<file path="src/rtl/regfile_access_ctrl.sv">
// Register-file access sequencer: reads operands for one instruction, hands them to the ALU,
// accepts the result and performs at most one RF write before taking the next instruction.
module regfile_access_ctrl #(
  parameter int DATA_W  = 32,
  parameter int RADDR_W = 5,
  parameter int WADDR_W = 16,
  parameter int CNT_W   = 32
) (
  input  logic               clk,
  input  logic               rst,
  input  logic               instr_valid,
  output logic               instr_ready,
  input  logic [RADDR_W-1:0] instr_rs,
  input  logic [RADDR_W-1:0] instr_rt,
  input  logic [RADDR_W-1:0] instr_rd,
  input  logic               instr_we,
  output logic [RADDR_W-1:0] rf_raddr0,
  output logic [RADDR_W-1:0] rf_raddr1,
  input  logic [DATA_W-1:0]  rf_rdata0,
  input  logic [DATA_W-1:0]  rf_rdata1,
  output logic [WADDR_W-1:0] rf_waddr,
  output logic               rf_wen,
  output logic [DATA_W-1:0]  rf_wdata,
  output logic               op_valid,
  input  logic               op_ready,
  output logic [DATA_W-1:0]  op_a,
  output logic [DATA_W-1:0]  op_b,
  input  logic               res_valid,
  output logic               res_ready,
  input  logic [DATA_W-1:0]  res_data,
  output logic               busy,
  output logic [CNT_W-1:0]   retired_cnt
);

  // Handshakes: a transfer happens on a rising edge where valid and ready are both high;
  // this block raises its valid/ready purely from registered state, never from inputs.
  localparam logic [2:0] S_IDLE     = 3'd0;
  localparam logic [2:0] S_READ     = 3'd1;
  localparam logic [2:0] S_ISSUE    = 3'd2;
  localparam logic [2:0] S_WAIT_RES = 3'd3;
  localparam logic [2:0] S_WRITE    = 3'd4;

  logic [2:0]         state;
  logic [RADDR_W-1:0] rs_q;
  logic [RADDR_W-1:0] rt_q;
  logic [RADDR_W-1:0] rd_q;
  logic               we_q;

  always_ff @(posedge clk) begin
    if (rst) begin
      state       <= S_IDLE;
      rs_q        <= '0;
      rt_q        <= '0;
      rd_q        <= '0;
      we_q        <= 1'b0;
      op_a        <= '0;
      op_b        <= '0;
      rf_wdata    <= '0;
      rf_waddr    <= '0;
      retired_cnt <= '0;
    end else begin
      case (state)
        S_IDLE: begin
          if (instr_valid) begin
            rs_q  <= instr_rs;
            rt_q  <= instr_rt;
            rd_q  <= instr_rd;
            we_q  <= instr_we;
            state <= S_READ;
          end
        end
        S_READ: begin
          // Register 0 reads as zero whatever the RF returns.
          op_a  <= (rs_q == '0) ? '0 : rf_rdata0;
          op_b  <= (rt_q == '0) ? '0 : rf_rdata1;
          state <= S_ISSUE;
        end
        S_ISSUE: begin
          if (op_ready) state <= S_WAIT_RES;
        end
        S_WAIT_RES: begin
          if (res_valid) begin
            if (we_q && (rd_q != '0)) begin
              rf_wdata <= res_data;
              rf_waddr <= WADDR_W'(rd_q);
              state    <= S_WRITE;
            end else begin
              retired_cnt <= retired_cnt + CNT_W'(1);
              state       <= S_IDLE;
            end
          end
        end
        S_WRITE: begin
          retired_cnt <= retired_cnt + CNT_W'(1);
          state       <= S_IDLE;
        end
        default: state <= S_IDLE;
      endcase
    end
  end

  assign instr_ready = (state == S_IDLE);
  assign op_valid    = (state == S_ISSUE);
  assign res_ready   = (state == S_WAIT_RES);
  assign rf_wen      = (state == S_WRITE);
  assign busy        = (state != S_IDLE);
  assign rf_raddr0   = rs_q;
  assign rf_raddr1   = rt_q;

endmodule

</file>
<file path="config.mk">
export PLATFORM = sky130hd
export DESIGN_NAME = regfile_access_ctrl
export DESIGN_NICKNAME = d
export VERILOG_FILES = /design/src/rtl/regfile_access_ctrl.sv
export SDC_FILE = /design/constraint.sdc
export NUM_CORES = 1
export LEC_CHECK = 0
export CAP_MARGIN = 30
export CORE_UTILIZATION = 44
export DETAILED_ROUTE_END_ITERATION = 8
export PLACE_DENSITY = 0.86
export SETUP_SLACK_MARGIN = 0.05
export SYNTH_ARGS = -nofsm -noshare
export SYNTH_HDL_FRONTEND = slang
export SYNTH_SLANG_ARGS = --single-unit
</file>
<file path="constraint.sdc">
create_clock -name clk -period 7.3 [get_ports clk]
set_input_delay 1.46 -clock clk [delete_from_list [all_inputs] [get_ports clk]]
set_output_delay 1.46 -clock clk [all_outputs]
set_load 0.02 [all_outputs]
</file>
==> Implementation_results.wiki <==
{| class="wikitable"
! Metric !! Value
|-
| Drt total wl || 17000 µm
|-
| Share of flip-flops with an asynchronous set or reset || 0
|-
| Worst clock skew || 0.00735 ns
|-
| Worst setup EP type || output pin
|-
| Final setup violation count || 0
|-
| Yosys warnings || 0
|-
| Post-route non-filler standard cell count || 1100
|-
| Worst path max stage delay || 0.61 ns
|-
| Port Buffer Count || 264
|-
| Total number of vias || 5679
|-
| Number of violations of the max-capacitance limit || 0
|-
| Number of vias per cell || 5.16
|-
| Measured slew at the worst slew-check pin || 1.01 ns
|-
| Area taken by multi-input logic gates || 0.00243 mm²
|-
| Residual overflow from global routing || 0
|-
| Number of unique standard cell types used by synthesis || 39
|-
| Area of the die || 0.0135 mm²
|-
| Unrepaired setup endpoints after global routing || false
|-
| Type of the worst setup path || reg2out
|-
| Die X || 116 µm
|-
| Outcome || complete, no violations
|-
| Fin. Hold Viols || 0
|-
| Pin count of the biggest net entering global routing || 98
|-
| Register Area || 0.00304 mm²
|-
| Final core utilization || 0.709
|-
| Portion of synthesized cell area occupied by the leading cell type || 0.532
|-
| Wire length of the first global-routing pass || 25300 µm
|-
| All-Layer GR Usage || 0.246
|-
| Most numerous cell types in the synthesized netlist || dfxtp_1 (152), nand2_1 (123), nor2_1 (89), a21oi_1 (70), a22oi_1 (64)
|-
| Number of buffers inserted to repair setup after CTS || 0
|-
| Boundary pin count || 276
|-
| Worst endpoint data arrival time || 2.00 ns
|-
| Resize count post-CTS || 0
|-
| CTS tree || done
|-
| Number of standard cells after synthesis || 674
|-
| Post-cts hold buffer count || 0
|-
| Area growth from synthesis to layout || 57.0%
|-
| Headroom to the max-slew limit || 0.325
|-
| Highest Clock Rate || 289 MHz
|-
| Nets@finish || 1033
|-
| Total Negative Setup Slacks || 0 ns
|-
| Most common cell in the netlist || dfxtp_1
|-
| Commonest register cell after synthesis || dfxtp_1
|-
| Drt pass-1 iters || 5
|-
| P per Cell Area || 222 mW/mm²
|-
| Flop-to-flop setup slack || 4.58 ns
|-
| Initial core utilization || 0.451
|-
| Clock buffer depth || 2
|-
| First-iteration detailed-routing DRC count || 398
|-
| Fraction of the yosys area taken by sequential cells || 0.532
|-
| Post-synthesis instance area || 0.00572 mm²
|-
| Post-layout minimum cycle time || 3.46 ns
|-
| Data required time at the worst endpoint || 5.84 ns
|-
| Gp weighted congestion || 0.845
|-
| Clock buffer count from CTS || 17
|-
| Clock transition time at the flip-flop clock pins of the worst setup and hold paths || 0.06 ns
|-
| Fraction of final layout cells sized beyond drive strength 1 || 0.0442
|-
| Leakage power total || 3.07 nW
|-
| Detailed placer's ending HPWL || 11600 µm
|-
| Count of inserted antenna diode cells || 0
|-
| Type of element launching the critical path || register
|-
| Site Rows || 41
|-
| Share of the cycle needed by the critical path after routing || 0.474
|-
| Wire per inst || 15.5 µm
|-
| Antenna violations before repair || 0
|-
| Antenna viol nets, final || 0
|-
| Area contributors post-synth || dfxtp_1 (53%), a22oi_1 (8.4%), nand2_1 (8.1%)
|-
| Mean cell area of the mapped netlist || 8.49 µm²
|-
| DRC violations left || 0
|-
| Root buffer cell || clkbuf_16
|-
| Final setup margin || 3.84 ns
|-
| Worst-case vdd ir drop || 180 µV
|-
| Area of the core || 0.0127 mm²
|-
| Slowest cell on the critical path || clkdlybuf4s50_1
|-
| Class of the tightest hold or removal check || reg2reg
|-
| Dpl ws || 3.46 ns
|-
| # fillers || 956
|-
| CTS H-tree lvls || 4
|-
| Vias in the first global route || 5310
|-
| Cell-by-cell trace of the critical path || or3_1 > inv_1 > clkdlybuf4s50_1
|-
| Largest fanout on the critical path || 10
|-
| Flop and latch count out of synthesis || 152
|-
| Final slew viol count || 0
|-
| Die Y-Extent || 116 µm
|-
| Number of clock sinks seen by CTS || 152
|-
| Clk_lat worst skew || 0.42 ns
|-
| Total placed cells including tap cells || 1068
|-
| Number of flops mapped to enable cells by yosys || 0
|-
| Yosys top cell by area || dfxtp_1
|-
| Total chip power || 2.00 mW
|}
-- report_power, final --
| part | switching (mW) | total, mW | internal [mW] |
|---|---|---|---|
| Sequential | 0.0193 | 0.878 | 0.859 |
| Combinational | 0.137 | 0.268 | 0.131 |
| Clock | 0.331 | 0.852 | 0.521 |
| Total | 0.487 | 2.00 | 1.51 |
-- cells in the final DEF, fill, tap and decap left out, types with 2 or more instances in the layout --
cell | netlist | layout
clkdlybuf4s50_1 | 0 | 263
dfxtp_1 | 152 | 152
nand2_1 | 123 | 123
nor2_1 | 89 | 89
a21oi_1 | 70 | 68
a22oi_1 | 64 | 64
clkbuf_16 | 0 | 17
xnor2_1 | 14 | 14
o21ai_0 | 12 | 12
conb_1 | 1 | 11
or3_1 | 10 | 10
nand3_1 | 10 | 10
or4_1 | 9 | 9
nor3_1 | 8 | 8
nand4_1 | 8 | 8
buf_4 | 11 | 7
inv_1 | 6 | 6
o31ai_1 | 6 | 6
nor4_1 | 6 | 6
clkbuf_8 | 0 | 6
and2_1 | 4 | 4
clkinv_2 | 0 | 4
xor2_1 | 3 | 3
nor2b_1 | 2 | 2
nor3b_1 | 2 | 2
a21oi_2 | 0 | 2
and4_1 | 2 | 2
and3_1 | 2 | 2
nor4b_1 | 2 | 2
clkinvlp_4 | 0 | 2
clkbuf_1 | 41 | 2
-- registers in the layout, summed over array words and instances, names as in the netlist --
register,count
rf_raddr0,5
rd_q,5
op_a,32
retired_cnt,32
state,3
we_q,1
rf_wdata,32
op_b,32
rf_raddr1,5
rf_waddr,5
-- per-stage QoR --
step                      hold slack [ns]  cell area (µm²)
after floorplan                     0.432             5760
after global placement              0.441             8400
after detailed placement            0.446             8400
after CTS                           0.454             8980
after global routing                0.468             8980
final                               0.452             8980
-- path summary, 6_finish.rpt --
path / end / depth (start not counted) / start
setup / recovery: instr_ready / 3 / state[0]
hold / removal: rf_wdata[22] / 2 / rf_wdata[22]
setup reg to reg: retired_cnt[28] / 5 / rd_q[0]
hold reg to reg: rf_wdata[22] / 2 / rf_wdata[22]
-- cell type report --
cell class / count / share of cell area
clock inverters: 7 / 0.00725
inverters: 6 / 0.00251
clock buffers: 25 / 0.0574
well taps: 172 / 0.0240
multi-input cells: 468 / 0.271
flip-flops and latches: 152 / 0.339
repair buffers: 270 / 0.299
-- kinds of logic (layout without fill, tap and decap cells) --
group / after synthesis / count (layout) / share of synthesized area
AOI/OAI and AO/OA: 157 / 157 / 0.170
and+or+nand+nor: 282 / 282 / 0.218
xor gates and xnor gates: 17 / 17 / 0.0260
other: 1 / 11 / 0.000656
adders and majority gates: 1 / 1 / 0.00219
buffers and inverters: 64 / 308 / 0.0508
DFF: 152 / 152 / 0.532
-- routing by layer --
layer	vias up	share of wire	global-route usage
li1	2784	-	-
met1	2644	0.38	0.261
met2	221	0.50	0.425
met3	30	0.096	0.116
met4	0	0.023	0.0915
met5	-	0	0
-- critical path, delay by kind of cell, from the launching register on --
kind,cells,cell delay [ns]
buffers and inverters,2,0.74
and+or+nand+nor,1,0.46
DFF,1,0.38
Note: power is estimated with default switching activity, not from simulation.
